### src/rtl/reset_seq_pkg.sv
// Shared types and sizing helpers for the board-level reset sequencer.
package reset_seq_pkg;

  typedef enum logic [1:0] {
    WAIT_LOCK = 2'd0,
    SEQUENCE  = 2'd1,
    RUN       = 2'd2
  } state_t;

  // Bits needed to hold values 0..max_val (never less than one bit).
  function automatic int count_width(input int max_val);
    return (max_val < 1) ? 1 : $clog2(max_val + 1);
  endfunction

  function automatic int seq_cnt_width(input int hold_cycles, input int num_domains,
                                       input int stagger_cycles);
    return count_width(hold_cycles + (num_domains - 1) * stagger_cycles);
  endfunction

endpackage

### src/rtl/req_filter.sv
// Reset-request conditioning: synchroniser, debouncer and a one-cycle pulse on
// every debounced rising edge.
module req_filter
  import reset_seq_pkg::*;
#(
  parameter int SYNC_STAGES     = 2,
  parameter int DEBOUNCE_CYCLES = 16
) (
  input  logic clk,
  input  logic rst_n,
  input  logic req,
  output logic trig
);

  localparam int DB_W = count_width(DEBOUNCE_CYCLES);

  logic [SYNC_STAGES-1:0] sync_q;
  logic                   synced;
  logic                   level_q;
  logic [DB_W-1:0]        db_cnt_q;

  assign synced = sync_q[SYNC_STAGES-1];

  // Any sample matching the filtered level restarts the stability count.
  always_ff @(posedge clk or negedge rst_n) begin
    if (!rst_n) begin
      sync_q   <= '0;
      level_q  <= 1'b0;
      db_cnt_q <= '0;
      trig     <= 1'b0;
    end else begin
      sync_q <= {sync_q[SYNC_STAGES-2:0], req};
      trig   <= 1'b0;
      if (synced == level_q) begin
        db_cnt_q <= '0;
      end else if (db_cnt_q == DB_W'(DEBOUNCE_CYCLES - 1)) begin
        level_q  <= synced;
        db_cnt_q <= '0;
        trig     <= synced;
      end else begin
        db_cnt_q <= db_cnt_q + DB_W'(1);
      end
    end
  end

endmodule

### src/rtl/reset_sequencer.sv
// Board-level reset controller: waits for PLL lock, then releases domain resets
// in staggered order. Optional watchdog enabled by RESET_SEQ_WATCHDOG_EN.
module reset_sequencer
  import reset_seq_pkg::*;
#(
  parameter int NUM_SOURCES     = 2,
  parameter int NUM_DOMAINS     = 2,
  parameter int SYNC_STAGES     = 2,
  parameter int DEBOUNCE_CYCLES = 16,
  parameter int HOLD_CYCLES     = 8,
  parameter int STAGGER_CYCLES  = 4,
  parameter int WDT_CYCLES      = 1024
) (
  input  logic                   clk_in,
  input  logic                   reset_in,
  input  logic                   locked_in,
  input  logic [NUM_SOURCES-1:0] req_in,
  input  logic                   cause_clear_in,
  input  logic                   wdt_kick_in,
  output logic [NUM_DOMAINS-1:0] domain_reset_out,
  output logic                   busy_out,
  output logic [NUM_SOURCES:0]   cause_out
);

  localparam int TOTAL = HOLD_CYCLES + (NUM_DOMAINS - 1) * STAGGER_CYCLES;
  localparam int CNT_W = seq_cnt_width(HOLD_CYCLES, NUM_DOMAINS, STAGGER_CYCLES);

  state_t                 state_q, state_d;
  logic [CNT_W-1:0]       cnt_q, cnt_d;
  logic [CNT_W:0]         cnt_inc;
  logic [NUM_DOMAINS-1:0] dom_d;
  logic [NUM_SOURCES:0]   cause_d;
  logic [NUM_SOURCES-1:0] trig;
  logic [SYNC_STAGES-1:0] lock_sync_q;
  logic                   lock_s;
  logic                   any_trig;
  logic                   wdt_expire;

  for (genvar g = 0; g < NUM_SOURCES; g++) begin : g_src
    req_filter #(
      .SYNC_STAGES    (SYNC_STAGES),
      .DEBOUNCE_CYCLES(DEBOUNCE_CYCLES)
    ) u_filter (
      .clk  (clk_in),
      .rst_n(reset_in),
      .req  (req_in[g]),
      .trig (trig[g])
    );
  end

  always_ff @(posedge clk_in or negedge reset_in) begin
    if (!reset_in) lock_sync_q <= '0;
    else           lock_sync_q <= {lock_sync_q[SYNC_STAGES-2:0], locked_in};
  end

  assign lock_s = lock_sync_q[SYNC_STAGES-1];

`ifdef RESET_SEQ_WATCHDOG_EN
  localparam int WDT_W = count_width(WDT_CYCLES);
  logic [WDT_W-1:0] wdt_q;

  assign wdt_expire = (state_q == RUN) && !wdt_kick_in && (wdt_q == WDT_W'(WDT_CYCLES - 1));

  always_ff @(posedge clk_in or negedge reset_in) begin
    if (!reset_in)                                          wdt_q <= '0;
    else if ((state_q != RUN) || wdt_kick_in || wdt_expire) wdt_q <= '0;
    else                                                    wdt_q <= wdt_q + WDT_W'(1);
  end
`else
  // Kick input and timeout parameter have no function without the watchdog.
  logic unused_wdt;
  assign unused_wdt = wdt_kick_in | (WDT_CYCLES < 1);
  assign wdt_expire = 1'b0;
`endif

  assign any_trig = (|trig) | wdt_expire;
  assign busy_out = (state_q != RUN);

  always_comb begin
    state_d = state_q;
    cnt_d   = cnt_q;
    dom_d   = domain_reset_out;
    cnt_inc = {1'b0, cnt_q} + (CNT_W + 1)'(1);
    unique case (state_q)
      WAIT_LOCK: begin
        dom_d = '0;
        cnt_d = '0;
        if (lock_s) state_d = SEQUENCE;
      end
      SEQUENCE: begin
        if (any_trig) begin
          cnt_d = '0;
          dom_d = '0;
        end else begin
          cnt_d = cnt_inc[CNT_W-1:0];
          for (int i = 0; i < NUM_DOMAINS; i++) begin
            if (int'(cnt_inc) >= HOLD_CYCLES + i * STAGGER_CYCLES) dom_d[i] = 1'b1;
          end
          if (int'(cnt_inc) == TOTAL) begin
            state_d = RUN;
            cnt_d   = '0;
          end
        end
      end
      RUN: begin
        if (any_trig) begin
          state_d = SEQUENCE;
          cnt_d   = '0;
          dom_d   = '0;
        end
      end
      default: begin
        state_d = WAIT_LOCK;
        cnt_d   = '0;
        dom_d   = '0;
      end
    endcase
    // Lock loss overrides any trigger in the same cycle.
    if (!lock_s) begin
      state_d = WAIT_LOCK;
      cnt_d   = '0;
      dom_d   = '0;
    end
  end

  // A new cause in the same cycle as a clear survives the clear.
  assign cause_d = (cause_clear_in ? '0 : cause_out) | {wdt_expire, trig};

  always_ff @(posedge clk_in or negedge reset_in) begin
    if (!reset_in) begin
      state_q          <= WAIT_LOCK;
      cnt_q            <= '0;
      domain_reset_out <= '0;
      cause_out        <= '0;
    end else begin
      state_q          <= state_d;
      cnt_q            <= cnt_d;
      domain_reset_out <= dom_d;
      cause_out        <= cause_d;
    end
  end

endmodule

### config.mk
export PLATFORM = sky130hd
export DESIGN_NAME = reset_sequencer
export DESIGN_NICKNAME = d
export VERILOG_FILES = /design/src/rtl/reset_seq_pkg.sv /design/src/rtl/req_filter.sv /design/src/rtl/reset_sequencer.sv
export SDC_FILE = /design/constraint.sdc
export NUM_CORES = 1
export LEC_CHECK = 0
export CAP_MARGIN = 20
export CORE_MARGIN = 1.5
export CORE_UTILIZATION = 40
export DETAILED_ROUTE_END_ITERATION = 12
export PLACE_DENSITY = 0.66
export SYNTH_ARGS = -nofsm -noshare
export SYNTH_HDL_FRONTEND = slang
export SYNTH_SLANG_ARGS = --single-unit
### constraint.sdc
create_clock -name clk_in -period 4.6 [get_ports clk_in]
set_input_delay 1.38 -clock clk_in [delete_from_list [all_inputs] [get_ports clk_in]]
set_output_delay 1.38 -clock clk_in [all_outputs]
set_load 0.02 [all_outputs]
### Yosys cells after proc, flatten, opt, wreduce, memory -nomap -nowiden

Index checks and enable logic that the tools add are counted.

* word-level logic and storage cells: 67
* flip-flop bits (word level): 31
* output and inout port bits: 6

* add/sub/neg operators: 3
* bitwise logic cells: 3
* $lt $le $gt $ge: 2
* reductions and logical operators: 7
* equality and inequality tests: 13
* muxes and demuxes: 25

Operator list (number)
* 5-bit two-way mux: 4
* 4-bit two-way mux: 4
* 2-bit two-way mux: 7
* 5-bit by 1-bit adder with 5-bit output (second input constant): 2
* 5-bit by 4-bit == test with 1-bit output (second input constant): 2
* 5-bit by 4-bit greater-or-equal comparator with 1-bit output (second input constant): 2
* 3-bit != test (second input constant): 3
* 4-bit != test (second input constant): 2
* 4-bit one-hot mux with 2 select lines: 1
* 2-bit AND reduction: 4
* 1-bit two-way mux: 6
* 2-bit one-hot mux with 3 select lines: 1
* 4-bit by 1-bit adder with 5-bit output (second input constant): 1
* 5-bit == test (second input constant): 1
* 2-bit one-hot mux with 2 select lines: 1
* 3-bit two-way mux: 1
* 3-bit by 2-bit OR with 3-bit output: 1
* 3-bit AND reduction: 1
* 1-bit == test: 2
* 2-bit by 1-bit == test with 1-bit output (second input constant): 1
* 2-bit == test (second input constant): 1
* 2-bit logical NOT: 1
* 2-bit != test (second input constant): 1
* 1-bit NOT: 2
* 2-bit OR reduction: 1

### Depth between registers and ports, before layout

* depth after elaboration: 6
* gate-level depth with buffers: 5
* gate-level depth less buffers: 5

### Cells and area by module

From an unflattened synthesis, not the netlist that was laid out.

* cells, all modules: 111
* area, all modules: 1327.5 um^2

By module, submodules not included
* req_filter: instances 2, cells an instance 25, area an instance 335.3 um^2, sequential area each 225.2 um^2
* reset_sequencer: instances 1, cells an instance 61, area an instance 656.9 um^2, sequential area each 300.3 um^2

### Worst setup path before layout

OpenSTA, ideal clock, no wires.

* path type: register to output
* start: reg state_q[0]
* end: out busy_out
* buffers on the path: 0
* arrival time: 0.627 ns
* setup slack: 2.593 ns
* stages on the path, launching flop included: 2
* data required time: 3.220 ns
* cells stage by stage: dfrtp_1 > nand2b_1

* word-level cells in the longest chain between the ends: 1

RTL lines
* start: declaration: RTL line reset_sequencer.sv:28 `state_t state_q, state_d;`
* start signal: assignment: RTL line reset_sequencer.sv:136 `state_q <= state_d;`
* 2-bit != test: RTL line reset_sequencer.sv:77 `assign busy_out = (state_q != RUN);`
* end: declaration: RTL line reset_sequencer.sv:21 `output logic busy_out,`

No other way between the ends.

### Final worst setup path

Ends and elaborated chain as after synthesis.

==> results.yml <==
status:
  outcome: "finished clean"
final_layout:
  nNetsFinal: 142
  post-route-util_pct: 49.88
  postLayoutCellArea_sq_um: 1535
  antenna_cells: 0
  drive_gt1_share_pct: 9.848
  fin_cells: 176
  synthToLayoutAreaGrowth_pct: 16.97
die:
  rows: 20
  pin_count: 13
  core-area_sq_um: 3078
  die_height_microns: 60.28
  die_area_sq_um: 3634
  initial_core_util_pct: 42.64
  die_x_microns: 60.28
synthesis:
  synth-seq-cells: 30
  synth_edf_count: 0
  ys.warnings.count: 0
  synth_top_area_cell: "dfrtp_1"
  yosys-top-cells-count: "30 x dfrtp_1, 10 x nor2_1, 8 x nand2_1"
  synth_cell_types: 32
  synth_top_area_share_pct: 57.20
  synth_ff_type: "dfrtp_1"
  synth-async-reset-ratio_pct: 100.0
  synth_area_leaders: "dfrtp_1 57%, xor2_1 4.0%, ha_1 3.8%, nor2_1 2.9%, a21oi_1 2.3%"
  netlist_area_sq_um: 1313
  synth_nets: 126
  yosysMostFrequentCell: "dfrtp_1"
  synthCells: 115
  ys_seq_area_share_pct: 57.20
  avgSynthCellArea_sq_um: 11.41
clock_network:
  cts_tree: "built"
  cts_resized: 0
  cts_root_buf: "clkbuf_4"
  path_clk_slew_ns: 0.09
  postCtsSetupRepairBufs: 0
  cts_buffers: 5
  cts_buffer_depth: 2
  clk_latency_ns: 0.32
  cts.sinks: 30
  hold_buffers: 0
  htree_levels: 2
route:
  antenna_left: 0
  finalWirelength_microns: 1996
  wl_per_cell_microns: 11.34
  vias: 870
  via_per_inst: 4.943
  drtIter0Drc: 16
  dr.pass1.iters: 4
  drc: 0
global_routing:
  antenna_found_initial: 0
  grt_usage_pct: 13.81
  overflow: 0
  grt_pass1_wl_microns: 3574
  grt_pass1_vias: 878
  grt_max_degree: 31
placement:
  pre_cts_ws_ns: 2.074
  routabilityCongestion: 0.7617
  dpl.hpwl_microns: 1443
  placedCellCount: 168
  post_dp_cell_area_sq_um: 1460
  portBuffers: 10
sta:
  fin_setup_tns_ns: 0
  max_freq_mhz: 349.7
  rsz0062_at_grt: "no"
  whs_ns: 0.3546
  setup_slack_ns: 1.741
  finalClockSkew_ns: 0.009816
  finalCritPeriodShare_pct: 62.16
  hold_violations: 0
  final_max_slew_viol_count: 0
  period_minus_slack_ns: 2.859
  setup_viol: 0
job:
  maxCapViolations: 0
worst_setup_path:
  crit_required_ns: 3.22
  crit_arrival_ns: 1.48
  crit_fanout: 4
  setup.worst_path.class: "reg -> out"
  start_kind: "register"
  crit_path_end_kind: "output port"
power:
  vdd_ir_drop_max_mv: 0.2048
  p_total_uw: 505.1
  p_per_area_nw_per_um2: 329.0
  leakage_nw: 0.7488
hold_path:
  hold_path.class: "reg -> reg"
==> cell families after synthesis <==
group | Yosys count | synth area share (%)
AND/OR/NAND/NOR | 43 | 18.21
flip-flops | 30 | 57.20
AO/OA/AOI/OAI | 24 | 12.77
XOR/XNOR | 6 | 4.004
buffers and inverters | 5 | 2.002
adder cells (fa/ha/maj) | 4 | 3.813
multiplexers | 2 | 1.716
other | 1 | 0.2857
==> path summary, 6_finish.rpt <==
kind                                 from                            end  slack (ns)  depth (start not counted)
min                        lock_sync_q[0]                 lock_sync_q[1]        0.35                          0
max                            state_q[0]                       busy_out        1.74                          2
min in group asynchronous        reset_in  g_src[0].u_filter.db_cnt_q[4]        1.43                          2
max in group asynchronous        reset_in                       cnt_q[3]        2.89                          2
max reg2reg                      cnt_q[0]                       cnt_q[3]        2.86                          5
min reg2reg                lock_sync_q[0]                 lock_sync_q[1]        0.35                          0
==> sequential cells by signal, indices dropped and copies added (netlist names) <==
register                 count
g_src.u_filter.trig          2
cnt_q                        4
g_src.u_filter.level_q       2
domain_reset_out             2
lock_sync_q                  2
cause_out                    2
state_q                      2
g_src.u_filter.sync_q        4
g_src.u_filter.db_cnt_q     10
==> layout make-up <==
type	count	area, sq um
clock buffer	7	45.04
clock inverter	1	30.03
fill	286	1543
inverter	3	11.26
multi-input combinational	80	535.5
sequential	30	750.7
tap	44	55.05
timing repair buffer	11	107.6
==> layer usage <==
metal / up-vias / wire length (microns) / GRT usage [%]
met3: 4 / 79 / 6.494
met5: - / 0 / 0
met2: 10 / 980 / 23.14
li1: 429 / - / -
met4: 0 / 26 / 4.762
met1: 427 / 910 / 15.32
==> critical path, stage by stage, from the launching register on <==
cell             delay, ns
dfrtp_1               0.38
nand2b_1              0.16
clkdlybuf4s50_1       0.62
==> cell usage in the layout (no fill, tap or decap), drive strengths merged, types with 3 or more instances in the layout <==
master / instances
inv: 3
a21o: 3
ha: 4
xor2: 6
clkbuf: 7
dfrtp: 30
a21oi: 6
nand3: 6
and2: 3
nand2: 8
o21ai: 7
nor2: 11
nor2b: 3
clkdlybuf4s50: 10
and3: 3
==> power breakdown <==
| part | total, mW | switching [mW] | leakage, nW | internal (mW) |
|---|---|---|---|---|
| combinational | 0.0268 | 0.0144 | 0.313 | 0.0124 |
| clock | 0.200 | 0.0847 | 0.0395 | 0.115 |
| sequential | 0.278 | 0.00668 | 0.397 | 0.272 |
No activity file was read; power rests on OpenSTA's default activity.
==> RTL edit: new RTL, config.mk and constraints unchanged <==
The parameter `STAGGER_CYCLES` goes from 4 to 8.
--- a/src/rtl/reset_sequencer.sv
+++ b/src/rtl/reset_sequencer.sv
@@ -8,7 +8,7 @@
   parameter int SYNC_STAGES     = 2,
   parameter int DEBOUNCE_CYCLES = 16,
   parameter int HOLD_CYCLES     = 8,
-  parameter int STAGGER_CYCLES  = 4,
+  parameter int STAGGER_CYCLES  = 8,
   parameter int WDT_CYCLES      = 1024
 ) (
   input  logic                   clk_in,
Function: no difference found for any inputs over 10 cycles, from zero or initial values and one cycle with reset_in low; that may be too few to reach the edited logic, so the function may still have changed.
==> RTL edit against the original RTL <==
Combinational power decreased by 9.3%. First-iteration DRC count increased to 3.1 times the old value. Die area increased by 0.65%. Sequential power increased by 3%. Worst setup slack got worse by 0.050 ns. Synthesized cell count decreased by 0.87%. Sequential share of layout area increased by 1.8 points. Final area decreased by 0.24%. Sequential cell count increased by 1. Non-clock buffer count unchanged. Wire length increased by 2.3%. Via count increased by 0.57%. Power decreased by 3.1%. Synthesized area increased by 0.67%. Largest power group unchanged.
==> RTL edit: results (changes against the original RTL) <==
| Metric | Value |
|---|---|
| Top Registers | `g_src.u_filter.db_cnt_q (10), cnt_q (5), g_src.u_filter.sync_q (4) (was g_src.u_filter.db_cnt_q (10), cnt_q (4), g_src.u_filter.sync_q (4))` |
| Net count of the finished layout | `139 (was 142)` |
| Filler cell count | `313 (was 286)` |
| First DRT Iteration DRCs | `49 (was 16)` |
| Global-route wire length before repair | `3470 um (was 3574 um)` |
| Number of global-route vias before repair | `833 (was 878)` |
| Detailed route wirelength on metal2 | `970 um (was 980 um)` |
| Met1 usage in global routing | `16.09% (was 15.32%)` |
| Worst vdd ir | `0.1826 mV (was 0.2048 mV)` |
| Result of the run | `complete, no violations (unchanged)` |
| Average footprint of a synthesized cell | `11.59 um2 (was 11.41 um2)` |
| Sequential element share of the synthesized area | `58.71% (was 57.20%)` |
| Number of distinct library cells after synthesis | `37 (was 32)` |
| Average via count per standard cell | `5.058 (was 4.943)` |
| Power per cell area | `319.7 mW/mm2 (was 329.0 mW/mm2)` |
| Met1 wire length | `916 um (was 910 um)` |
| P_leak | `0.7376 nW (was 0.7488 nW)` |
| Total routing resource utilization after global routing | `13.52% (was 13.81%)` |
| Placer congestion estimate | `0.8151 (was 0.7617)` |
| Worst slack at placement | `2.044 ns (was 2.074 ns)` |
| Placed insts | `165 (was 168)` |
| Most instantiated cells after synthesis | `31 x sky130_fd_sc_hd__dfrtp_1, 10 x sky130_fd_sc_hd__nor2_1, 7 x sky130_fd_sc_hd__nand3_1 (was 30 x sky130_fd_sc_hd__dfrtp_1, 10 x sky130_fd_sc_hd__nor2_1, 8 x sky130_fd_sc_hd__nand2_1)` |
| Post-Route Skew | `0.01232 ns (was 0.009816 ns)` |
| Total internal power | `0.0003812 W (was 0.0003993 W)` |
| Final wirelength | `2041 um (was 1996 um)` |
| Global-route met2 utilization | `20.81% (was 23.14%)` |
| Pin count of the biggest net entering global routing | `32 (was 31)` |
-- RTL edit: cell count changes after synthesis, sizes merged, moves of 2 or more --
| cell | before | now |
|---|---|---|
| a21oi | 6 | 3 |
| clkbuf | 0 | 2 |
| inv | 3 | 5 |
| nand2 | 8 | 4 |
| nand2b | 2 | 0 |
| nor2b | 3 | 1 |
| xnor2 | 0 | 3 |
-- RTL edit: area by class of cell --
class | count | area [um2] | area share, %
Sequential cell | 31 | 775.7 | 50.65
Multi-Input combinational cell | 74 | 505.5 | 33.01
Timing Repair Buffer | 11 | 107.6 | 7.026
Inverter | 5 | 18.77 | 1.225
Tap cell | 44 | 55.05 | 3.595
Clock buffer | 8 | 68.82 | 4.493
-- RTL edit: worst max-delay path, cell delays in order, from the launching register on --
cell	delay, ns
sky130_fd_sc_hd__dfrtp_1	0.40
sky130_fd_sc_hd__nor2b_1	0.16
sky130_fd_sc_hd__inv_1	0.05
sky130_fd_sc_hd__clkdlybuf4s50_1	0.59
-- RTL edit: logic make-up after synthesis --
| logic type | synth area share (%) |
|---|---|
| AND/OR/NAND/NOR | 14.77 |
| XOR/XNOR | 5.966 |
| buffers and inverters | 3.030 |
| flip-flops | 58.71 |
| multiplexers | 1.704 |
| other | 0.2838 |
| adder cells (fa/ha/maj) | 3.788 |
| AO/OA/AOI/OAI | 11.74 |
-- RTL edit: final timing paths --
kind	from	endpoint	slack [ns]
hold / removal	g_src[1].u_filter.sync_q[0]	g_src[1].u_filter.sync_q[1]	0.36
hold reg to reg	g_src[1].u_filter.sync_q[0]	g_src[1].u_filter.sync_q[1]	0.36
min in group asynchronous	reset_in	cnt_q[0]	1.43
max in group asynchronous	reset_in	g_src[1].u_filter.sync_q[1]	2.89
setup / recovery	state_q[1]	busy_out	1.69
setup reg to reg	cnt_q[0]	cnt_q[1]	2.69
